$ cat config.mk
export PLATFORM = sky130hd
export DESIGN_NAME = rf_32_requester_flat
export DESIGN_NICKNAME = d
export VERILOG_FILES = /design/src/rtl/rf_pkg.sv /design/src/rtl/rf_32_requester_if.sv /design/src/rtl/rf_req_timer.sv /design/src/rtl/rf_32_requester.sv /design/src/flat_wrapper.sv
export SDC_FILE = /design/constraint.sdc
export NUM_CORES = 1
export LEC_CHECK = 0
export ABC_AREA = 1
export BUFFER_PORTS_ARGS = -buffer_cell sky130_fd_sc_hd__buf_4
export CAP_MARGIN = 20
export CORE_ASPECT_RATIO = 1.5
export CORE_MARGIN = 8
export CORE_UTILIZATION = 35
export CTS_BUF_LIST = sky130_fd_sc_hd__clkbuf_16
export DETAILED_ROUTE_END_ITERATION = 12
export GPL_TIMING_DRIVEN = 0
export PLACE_DENSITY_LB_ADDON = 0.15
export SLEW_MARGIN = 5
export SYNTH_ARGS = -nofsm -noshare
export SYNTH_HDL_FRONTEND = slang
export SYNTH_HIERARCHICAL = 1
export SYNTH_SLANG_ARGS = --single-unit
$ cat constraint.sdc
create_clock -name clk -period 3.9 [get_ports clk]
set_input_delay 0.39 -clock clk [delete_from_list [all_inputs] [get_ports clk]]
set_output_delay 0.39 -clock clk [all_outputs]
set_load 0.1 [all_outputs]
$ cat src/rtl/rf_pkg.sv
// Shared widths, on/off levels, requester FSM encoding and the latched command record.
package rf_pkg;
   localparam int REG_SIZE   = 32;
   localparam int INDEX_SIZE = 5;
   localparam int TIMER_W    = 8;

   localparam logic ON  = 1'b1;
   localparam logic OFF = 1'b0;

   typedef enum logic [2:0] {
      ST_IDLE   = 3'd0,
      ST_SETUP  = 3'd1,
      ST_STROBE = 3'd2,
      ST_WAIT   = 3'd3,
      ST_RESP   = 3'd4
   } state_t;

   typedef struct packed {
      logic [INDEX_SIZE-1:0] rs;
      logic [INDEX_SIZE-1:0] rt;
      logic [INDEX_SIZE-1:0] wr_addr;
      logic                  wr_en;
      logic [REG_SIZE-1:0]   wr_data;
   } cmd_t;
endpackage

$ cat src/rtl/rf_32_requester_if.sv
// Command, register-file and response signals of the requester; master is the requester itself.
interface rf_32_requester_if;
   import rf_pkg::*;

   logic                  cmd_valid;
   logic                  cmd_ready;
   logic [INDEX_SIZE-1:0] cmd_rs;
   logic [INDEX_SIZE-1:0] cmd_rt;
   logic [INDEX_SIZE-1:0] cmd_wr_addr;
   logic                  cmd_wr_en;
   logic [REG_SIZE-1:0]   cmd_wr_data;

   logic                  start;
   logic [INDEX_SIZE-1:0] read_addr_s;
   logic [INDEX_SIZE-1:0] read_addr_t;
   logic [INDEX_SIZE-1:0] write_addr;
   logic                  write_enabled;
   logic [REG_SIZE-1:0]   write_data;
   logic                  finish;
   logic [REG_SIZE-1:0]   outA;
   logic [REG_SIZE-1:0]   outB;

   logic                  rsp_valid;
   logic                  rsp_ready;
   logic [REG_SIZE-1:0]   rsp_a;
   logic [REG_SIZE-1:0]   rsp_b;
   logic                  rsp_err;

   modport master (
      input  cmd_valid, cmd_rs, cmd_rt, cmd_wr_addr, cmd_wr_en, cmd_wr_data,
      output cmd_ready,
      output start, read_addr_s, read_addr_t, write_addr, write_enabled, write_data,
      input  finish, outA, outB,
      output rsp_valid, rsp_a, rsp_b, rsp_err,
      input  rsp_ready
   );

   modport slave (
      output cmd_valid, cmd_rs, cmd_rt, cmd_wr_addr, cmd_wr_en, cmd_wr_data,
      input  cmd_ready,
      input  start, read_addr_s, read_addr_t, write_addr, write_enabled, write_data,
      output finish, outA, outB,
      input  rsp_valid, rsp_a, rsp_b, rsp_err,
      output rsp_ready
   );
endinterface

$ cat src/rtl/rf_req_timer.sv
// Shared strobe/timeout down-counter: load wins over decrement, holds at zero.
module rf_req_timer
   import rf_pkg::*;
(
   input  logic               clk,
   input  logic               reset,
   input  logic               load_i,
   input  logic [TIMER_W-1:0] load_val_i,
   input  logic               dec_i,
   output logic               zero_o
);

   logic [TIMER_W-1:0] count_q;
   logic [TIMER_W-1:0] count_d;

   always_comb begin
      count_d = count_q;
      if (load_i) begin
         count_d = load_val_i;
      end else if (dec_i && (count_q != '0)) begin
         count_d = count_q - 1'b1;
      end
   end

   always_ff @(posedge clk or posedge reset) begin
      if (reset) begin
         count_q <= '0;
      end else begin
         count_q <= count_d;
      end
   end

   assign zero_o = (count_q == '0);

endmodule

$ cat src/rtl/rf_32_requester.sv
// Single-outstanding requester: latches a command, strobes the register file, returns read data or a timeout.
//
// state     | meaning
// ST_IDLE   | ready for a command
// ST_SETUP  | fields on register-file ports, start low, one cycle
// ST_STROBE | start high for STROBE_CYCLES cycles
// ST_WAIT   | waiting for finish, abandoned after TIMEOUT_CYCLES
// ST_RESP   | response held until rsp_ready
module rf_32_requester
   import rf_pkg::*;
#(
   parameter int STROBE_CYCLES  = 2,
   parameter int TIMEOUT_CYCLES = 15
) (
   input logic                clk,
   input logic                reset,
   rf_32_requester_if.master  bus
);

   localparam logic [TIMER_W-1:0] STROBE_LOAD  = TIMER_W'(STROBE_CYCLES - 1);
   localparam logic [TIMER_W-1:0] TIMEOUT_LOAD = TIMER_W'(TIMEOUT_CYCLES - 1);

   state_t              state_q, state_d;
   cmd_t                cmd_q, cmd_d;
   logic [REG_SIZE-1:0] rsp_a_q, rsp_a_d;
   logic [REG_SIZE-1:0] rsp_b_q, rsp_b_d;
   logic                rsp_err_q, rsp_err_d;

   logic               tmr_load;
   logic [TIMER_W-1:0] tmr_val;
   logic               tmr_dec;
   logic               tmr_zero;
   logic               busy;

   rf_req_timer u_timer (
      .clk        (clk),
      .reset      (reset),
      .load_i     (tmr_load),
      .load_val_i (tmr_val),
      .dec_i      (tmr_dec),
      .zero_o     (tmr_zero)
   );

   always_comb begin
      state_d   = state_q;
      cmd_d     = cmd_q;
      rsp_a_d   = rsp_a_q;
      rsp_b_d   = rsp_b_q;
      rsp_err_d = rsp_err_q;
      tmr_load  = OFF;
      tmr_val   = STROBE_LOAD;
      tmr_dec   = OFF;

      case (state_q)
         ST_IDLE: begin
            if (bus.cmd_valid) begin
               cmd_d.rs      = bus.cmd_rs;
               cmd_d.rt      = bus.cmd_rt;
               cmd_d.wr_addr = bus.cmd_wr_addr;
               cmd_d.wr_en   = bus.cmd_wr_en;
               cmd_d.wr_data = bus.cmd_wr_data;
               state_d       = ST_SETUP;
            end
         end
         ST_SETUP: begin
            tmr_load = ON;
            tmr_val  = STROBE_LOAD;
            state_d  = ST_STROBE;
         end
         ST_STROBE: begin
            if (tmr_zero) begin
               tmr_load = ON;
               tmr_val  = TIMEOUT_LOAD;
               state_d  = ST_WAIT;
            end else begin
               tmr_dec = ON;
            end
         end
         ST_WAIT: begin
            if (bus.finish) begin
               rsp_a_d   = bus.outA;
               rsp_b_d   = bus.outB;
               rsp_err_d = OFF;
               state_d   = ST_RESP;
            end else if (tmr_zero) begin
               rsp_a_d   = '0;
               rsp_b_d   = '0;
               rsp_err_d = ON;
               state_d   = ST_RESP;
            end else begin
               tmr_dec = ON;
            end
         end
         ST_RESP: begin
            if (bus.rsp_ready) begin
               state_d = ST_IDLE;
            end
         end
         default: state_d = ST_IDLE;
      endcase
   end

   always_ff @(posedge clk or posedge reset) begin
      if (reset) begin
         state_q   <= ST_IDLE;
         cmd_q     <= '0;
         rsp_a_q   <= '0;
         rsp_b_q   <= '0;
         rsp_err_q <= OFF;
      end else begin
         state_q   <= state_d;
         cmd_q     <= cmd_d;
         rsp_a_q   <= rsp_a_d;
         rsp_b_q   <= rsp_b_d;
         rsp_err_q <= rsp_err_d;
      end
   end

   // Outputs decode straight from the async-reset state so reset drops start without a clock.
   assign busy = (state_q == ST_SETUP) || (state_q == ST_STROBE) || (state_q == ST_WAIT);

   assign bus.cmd_ready     = (state_q == ST_IDLE);
   assign bus.start         = (state_q == ST_STROBE);
   assign bus.read_addr_s   = cmd_q.rs;
   assign bus.read_addr_t   = cmd_q.rt;
   assign bus.write_addr    = cmd_q.wr_addr;
   assign bus.write_enabled = cmd_q.wr_en & busy;
   assign bus.write_data    = cmd_q.wr_data;
   assign bus.rsp_valid     = (state_q == ST_RESP);
   assign bus.rsp_a         = rsp_a_q;
   assign bus.rsp_b         = rsp_b_q;
   assign bus.rsp_err       = rsp_err_q;

endmodule

$ cat src/flat_wrapper.sv
// flat-port wrapper written by rule: the top's interface ports become plain ports
module rf_32_requester_flat import rf_pkg::*;
#(
   parameter int STROBE_CYCLES  = 2,
   parameter int TIMEOUT_CYCLES = 15
)
  (clk, reset, bus_cmd_valid, bus_cmd_rs, bus_cmd_rt, bus_cmd_wr_addr, bus_cmd_wr_en, bus_cmd_wr_data, bus_cmd_ready, bus_start, bus_read_addr_s, bus_read_addr_t, bus_write_addr, bus_write_enabled, bus_write_data, bus_finish, bus_outA, bus_outB, bus_rsp_valid, bus_rsp_a, bus_rsp_b, bus_rsp_err, bus_rsp_ready);
  rf_32_requester_if bus_i ();
  input logic clk;
  input logic reset;
  input wire logic [$bits(bus_i.cmd_valid)-1:0] bus_cmd_valid;
  input wire logic [$bits(bus_i.cmd_rs)-1:0] bus_cmd_rs;
  input wire logic [$bits(bus_i.cmd_rt)-1:0] bus_cmd_rt;
  input wire logic [$bits(bus_i.cmd_wr_addr)-1:0] bus_cmd_wr_addr;
  input wire logic [$bits(bus_i.cmd_wr_en)-1:0] bus_cmd_wr_en;
  input wire logic [$bits(bus_i.cmd_wr_data)-1:0] bus_cmd_wr_data;
  output wire logic [$bits(bus_i.cmd_ready)-1:0] bus_cmd_ready;
  output wire logic [$bits(bus_i.start)-1:0] bus_start;
  output wire logic [$bits(bus_i.read_addr_s)-1:0] bus_read_addr_s;
  output wire logic [$bits(bus_i.read_addr_t)-1:0] bus_read_addr_t;
  output wire logic [$bits(bus_i.write_addr)-1:0] bus_write_addr;
  output wire logic [$bits(bus_i.write_enabled)-1:0] bus_write_enabled;
  output wire logic [$bits(bus_i.write_data)-1:0] bus_write_data;
  input wire logic [$bits(bus_i.finish)-1:0] bus_finish;
  input wire logic [$bits(bus_i.outA)-1:0] bus_outA;
  input wire logic [$bits(bus_i.outB)-1:0] bus_outB;
  output wire logic [$bits(bus_i.rsp_valid)-1:0] bus_rsp_valid;
  output wire logic [$bits(bus_i.rsp_a)-1:0] bus_rsp_a;
  output wire logic [$bits(bus_i.rsp_b)-1:0] bus_rsp_b;
  output wire logic [$bits(bus_i.rsp_err)-1:0] bus_rsp_err;
  input wire logic [$bits(bus_i.rsp_ready)-1:0] bus_rsp_ready;
  assign bus_i.cmd_valid = bus_cmd_valid;
  assign bus_i.cmd_rs = bus_cmd_rs;
  assign bus_i.cmd_rt = bus_cmd_rt;
  assign bus_i.cmd_wr_addr = bus_cmd_wr_addr;
  assign bus_i.cmd_wr_en = bus_cmd_wr_en;
  assign bus_i.cmd_wr_data = bus_cmd_wr_data;
  assign bus_cmd_ready = bus_i.cmd_ready;
  assign bus_start = bus_i.start;
  assign bus_read_addr_s = bus_i.read_addr_s;
  assign bus_read_addr_t = bus_i.read_addr_t;
  assign bus_write_addr = bus_i.write_addr;
  assign bus_write_enabled = bus_i.write_enabled;
  assign bus_write_data = bus_i.write_data;
  assign bus_i.finish = bus_finish;
  assign bus_i.outA = bus_outA;
  assign bus_i.outB = bus_outB;
  assign bus_rsp_valid = bus_i.rsp_valid;
  assign bus_rsp_a = bus_i.rsp_a;
  assign bus_rsp_b = bus_i.rsp_b;
  assign bus_rsp_err = bus_i.rsp_err;
  assign bus_i.rsp_ready = bus_rsp_ready;
  rf_32_requester #(.STROBE_CYCLES(STROBE_CYCLES), .TIMEOUT_CYCLES(TIMEOUT_CYCLES)) u_core (.clk(clk), .reset(reset), .bus(bus_i));
endmodule
* Word level (Yosys, flattened, before mapping) *
Index checks and enable logic that the tools add are counted.

storage, ports and cells
  flip-flop bits (word level) = 124
  bits of input ports = 117
  output and inout port bits = 116
  logic and storage cells = 51

operators by class
  $add $sub $neg = 1
  eq/ne operators = 8
  muxes and demuxes = 20
  bitwise operators = 1
  reductions and logical operators = 11

operator list
  operator                                                            number
  32-bit 2-to-1 mux                                                   3
  8-bit 2-to-1 mux                                                    3
  3-bit 2-to-1 mux                                                    5
  3-bit one-hot mux with 5 select lines                               1
  8-bit zero test                                                     1
  8-bit nonzero test                                                  1
  8-bit by 1-bit subtractor with 8-bit output, second input constant  1
  3-bit by 2-bit == test with 1-bit output, second input constant     2
  1-bit 2-to-1 mux                                                    5
  4-bit 2-to-1 mux                                                    1
  2-bit by 1-bit != test with 1-bit output, second input constant     2
  1-bit one-hot mux with 2 select lines                               2
  2-bit AND reduction                                                 2
  4-bit AND reduction                                                 1
  2-bit nonzero test                                                  2
  3-bit by 1-bit == test with 1-bit output, second input constant     1
  3-bit == test, second input constant                                1
  3-bit zero test                                                     1
  3-bit by 2-bit != test with 1-bit output, second input constant     1
  1-bit logical OR                                                    2
  2-bit != test, second input constant                                1
  1-bit AND                                                           1
  1-bit logical AND                                                   1

* Logic depth before layout (Yosys ltp) *
  depth after elaboration = 7
  mapped depth = 14
  gate-level depth less buffers = 13

* Cells and area by module *
The synthesis kept the hierarchy.

by module, submodules not included
  module           instances  cells an instance  area an instance (µm²)  seq. area each (µm²)
  rf_32_requester  1          566                4953.5                  2902.8
  rf_req_timer     1          91                 633.1                   200.2

* Worst setup path after synthesis *
Ideal clock, no wire load.

  path kind = reg-to-output
  start point = register u_core.state_q[0]
  end point = output port bus_rsp_valid
  arrival = 1884 ps
  slack = 1626 ps
  cell stages (with the launch flop) = 4
  path through = dfrtp_1 nor2_2 inv_2 nor2_1

between the ends
  cells in the longest elaborated chain, start to end = 1

RTL lines
  element                 RTL line                text
  from (decl)             rf_32_requester.sv:23   state_t state_q, state_d;
  from (signal assigned)  rf_32_requester.sv:111  state_q <= state_d;
  3-bit == test           rf_32_requester.sv:129  assign bus.rsp_valid = (state_q == ST_RESP);
  to (decl)               flat_wrapper.sv:27      output wire logic [$bits(bus_i.rsp_valid)-1:0] bus_rsp_valid;

Every way passes these cells.

* Worst setup path after layout *
  start point = register u_core.u_timer.count_q[0]
  end point = register u_core.u_timer.count_q[1]

between the ends
  elaborated cells on any way between the ends = 14
  classes of those cells = 1 x add/sub; 9 x mux; 4 x reduce/logical

RTL lines
  element                      RTL line               text
  from (decl)                  rf_req_timer.sv:13     logic [TIMER_W-1:0] count_q;
  from (signal assigned)       rf_req_timer.sv:29     count_q <= count_d;
  8-bit zero test              rf_req_timer.sv:33     assign zero_o = (count_q == '0);
  named net u_core.tmr_zero    rf_32_requester.sv:32  logic tmr_zero;
  4-bit 2-to-1 mux             rf_32_requester.sv:71  if (tmr_zero) begin
  8-bit 2-to-1 mux             rf_32_requester.sv:54  case (state_q)
  named net u_core.tmr_val[1]  rf_32_requester.sv:30  logic [TIMER_W-1:0] tmr_val;
  8-bit 2-to-1 mux             rf_req_timer.sv:18     if (load_i) begin

The timed path passes the listed nets, and every way through them passes these cells. The select of a mux whose other input is x is not followed.
A chain may end at the register's enable or synchronous reset.

==> flow_summary.yaml <==
die:
  die_h_um: 170.7
  initial_core_util: 0.3575
  dieArea_sq_mm: 0.02034
  die_x_um: 119.2
  row_count: 56
  io_pins: 233
  core_area_sq_mm: 0.01563
yosys:
  syn_avg_cell_area_sq_um: 8.503
  synth_cell_types: 25
  syn-instance-count: 657
  seq_area_frac_synth: 0.5554
  async_reset_ff_frac: 1.000
  synth-seq-cells: 124
  yosysWarnings: 6
  synth_area_sq_mm: 0.005587
  synthFlopType: "dfrtp_1"
  synth_edf_count: 0
cts:
  numCtsBuffers: 17
  clk_latency_ps: 400
  clock_sinks: 124
  htreeDepth: 4
  post_cts_buffers: 0
  cts_tree: "done"
  clk_pin_slew_ps: 60
  root_buffer: "clkbuf_16"
  clk_path_buf_depth: 2
placed_design:
  hpwl_um: 12710
  dp_slack_ps: 1413
  io_buffer_count: 232
  routabilityCongestion: 0.7709
  placed_cell_area_sq_mm: 0.007626
run:
  timing.max_cap.violations: 0
sta:
  slew_headroom: 0.6557
  grt_setup_unrepaired: "false"
  finalHoldViolCount: 0
  period_minus_slack_ps: 2468
  fin_crit_sh: 0.6328
  finalSetupViolCount: 0
  clock_skew_ps: 10.09
  fin_ws_ps: 1432
  worstMarginPinSlew_ps: 516.4
  fmax_mhz: 405.2
  slew_violations: 0
worst_setup_path:
  ff2ff_setup_slack_ps: 1430
  slowest_delay_ps: 370
  critPathKind: "reg2reg"
  cp.required_ps: 4190
  cpLargestDelayFamily: "simple AND/OR/NAND/NOR gates"
  r2r-end: "u_core/u_timer/count_q[1]"
  slowest_stage: "dfrtp_1"
  critical_path_buf_inv_count: 4
  crit_path_end_kind: "flip-flop"
  worstPathArrival_ps: 2760
  worstRegToRegCells: 12
  rr_startpoint: "u_core/u_timer/count_q[0]"
  path_cells: "inv_1, ha_1, nand2_1, nor2_1, inv_1, nor2_1, inv_1, nand2_1, clkbuf_1, o21ai_0, nand2_1, o21ai_2"
  path_max_fanout: 10
  startpoint_type: "flip-flop"
cells_and_area:
  fin_nets: 1032
  mostFrequentLayoutCells: "nand2_1, buf_4, dfrtp_1"
  antenna_cells: 0
  final_cell_area_sq_mm: 0.008217
  final_common_cell: "nand2_1"
  syn2layout_area_growth_pct: 47.08
  drive_gt1_frac: 0.3719
route:
  num_vias: 4968
  wl_per_cell_um: 14.73
  vias_per_cell: 4.404
  ant_nets: 0
  drtPass1Iterations: 4
  drt_iter0_markers: 174
  drt-total-wl_um: 16610
  drc: 0
min_path:
  whs_path_depth: 3
  min_to: "u_core/bus.rsp_a[13]"
  worstHoldPathType: "in2reg"
  hold_path.startpoint: "bus_outA[13]"
global_route:
  track_usage: 0.1646
  grt_pass1_wl_um: 26610
  grt_overflow: 0
  antenna_found_initial: 0
  grt_pass1_vias: 5049
  grt_max_degree: 64
run_status:
  status: "complete, no violations"
## what timing repair did
item | 4_1_cts | 5_1_grt
hold endpoints to repair | 8 | 0
resized for setup | 0 | 0
hold buffers | 1 | 0
setup endpoints to repair | 0 | 0
## layout make-up
cell class                 instances  area, sq um
buffer                            77        549.3
clock buffer                      17        425.4
clock inverter                    14        155.1
fill                            1510         7408
inverter                          20        80.08
multi-input combinational        439         1871
sequential                       124         3103
tap                              203        254.0
timing repair buffer             234         1779
## flip-flops by register name, indices dropped and copies added (netlist names)
| name | cells |
|---|---|
| u_core/bus.read_addr_s | 5 |
| u_core/state_q | 3 |
| u_core/cmd_q | 1 |
| u_core/u_timer/count_q | 8 |
| u_core/bus.write_addr | 5 |
| u_core/bus.rsp_err | 1 |
| u_core/bus.read_addr_t | 5 |
| u_core/bus.rsp_a | 32 |
| u_core/bus.rsp_b | 32 |
| u_core/bus.write_data | 32 |
## cell usage after synthesis, types with 2 or more instances
master	n	area [sq um]
nand2_1	330	1239
dfrtp_1	124	3103
nand3_1	65	325.3
buf_4	49	367.9
inv_1	18	67.56
nor2_1	13	48.80
clkbuf_1	12	45.04
buf_6	9	101.4
buf_2	7	35.03
o21ai_0	5	25.02
o21ai_2	4	35.03
nor2_4	3	33.78
ha_1	2	25.02
inv_2	2	7.510
nand2_4	2	22.52
nand4_1	2	12.51
xnor2_1	2	17.52
## kinds of logic (layout without fill, tap and decap cells)
family | Yosys count | count (layout) | share of synthesized area
simple gates | 421 | 421 | 0.3109
flops | 124 | 124 | 0.5554
buf+inv | 97 | 362 | 0.1118
compound gates | 10 | 10 | 0.01366
fa+ha+maj | 2 | 2 | 0.004479
xor+xnor | 2 | 2 | 0.003136
other cells | 1 | 4 | 0.0006712
## worst max-delay path by stage
stage,from,endpoint,depth (start not counted)
finish,u_core/u_timer/count_q[0],u_core/u_timer/count_q[1],12
global route,u_core/u_timer/count_q[0],u_core/u_timer/count_q[1],12
CTS,u_core/u_timer/count_q[0],u_core/u_timer/count_q[1],12
detailed placement,u_core/u_timer/count_q[0],u_core/u_timer/count_q[1],12
global placement,reset,u_core/bus.rsp_a[4],2
floorplan,reset,u_core/bus.read_addr_s[0],1
## metrics by stage
stage	TNS (ps)	util	hold WS [ps]	instances
after CTS	0	0.5259	157.8	1128
after global placement	-140720	0.4860	379.2	1095
final	0	0.5259	178.4	1128
after floorplan	0	-	205.7	660
after detailed placement	0	0.4881	403.8	1096
after global routing	0	0.5259	154.0	1128
## worst min-delay path, stage by stage
cell,delay [ps]
buf_4,80
nand2_1,40
nand2_1,40
## routing by layer
layer | vias up | track usage | share of wire
met5 | - | 0 | 0
met3 | 17 | 0.07720 | 0.11
li1 | 2492 | - | -
met2 | 197 | 0.2653 | 0.47
met1 | 2262 | 0.1905 | 0.40
met4 | 0 | 0.05135 | 0.016
Power is not shown: default switching activity piles up to over one toggle a cycle in this logic, so the estimate is an artifact.
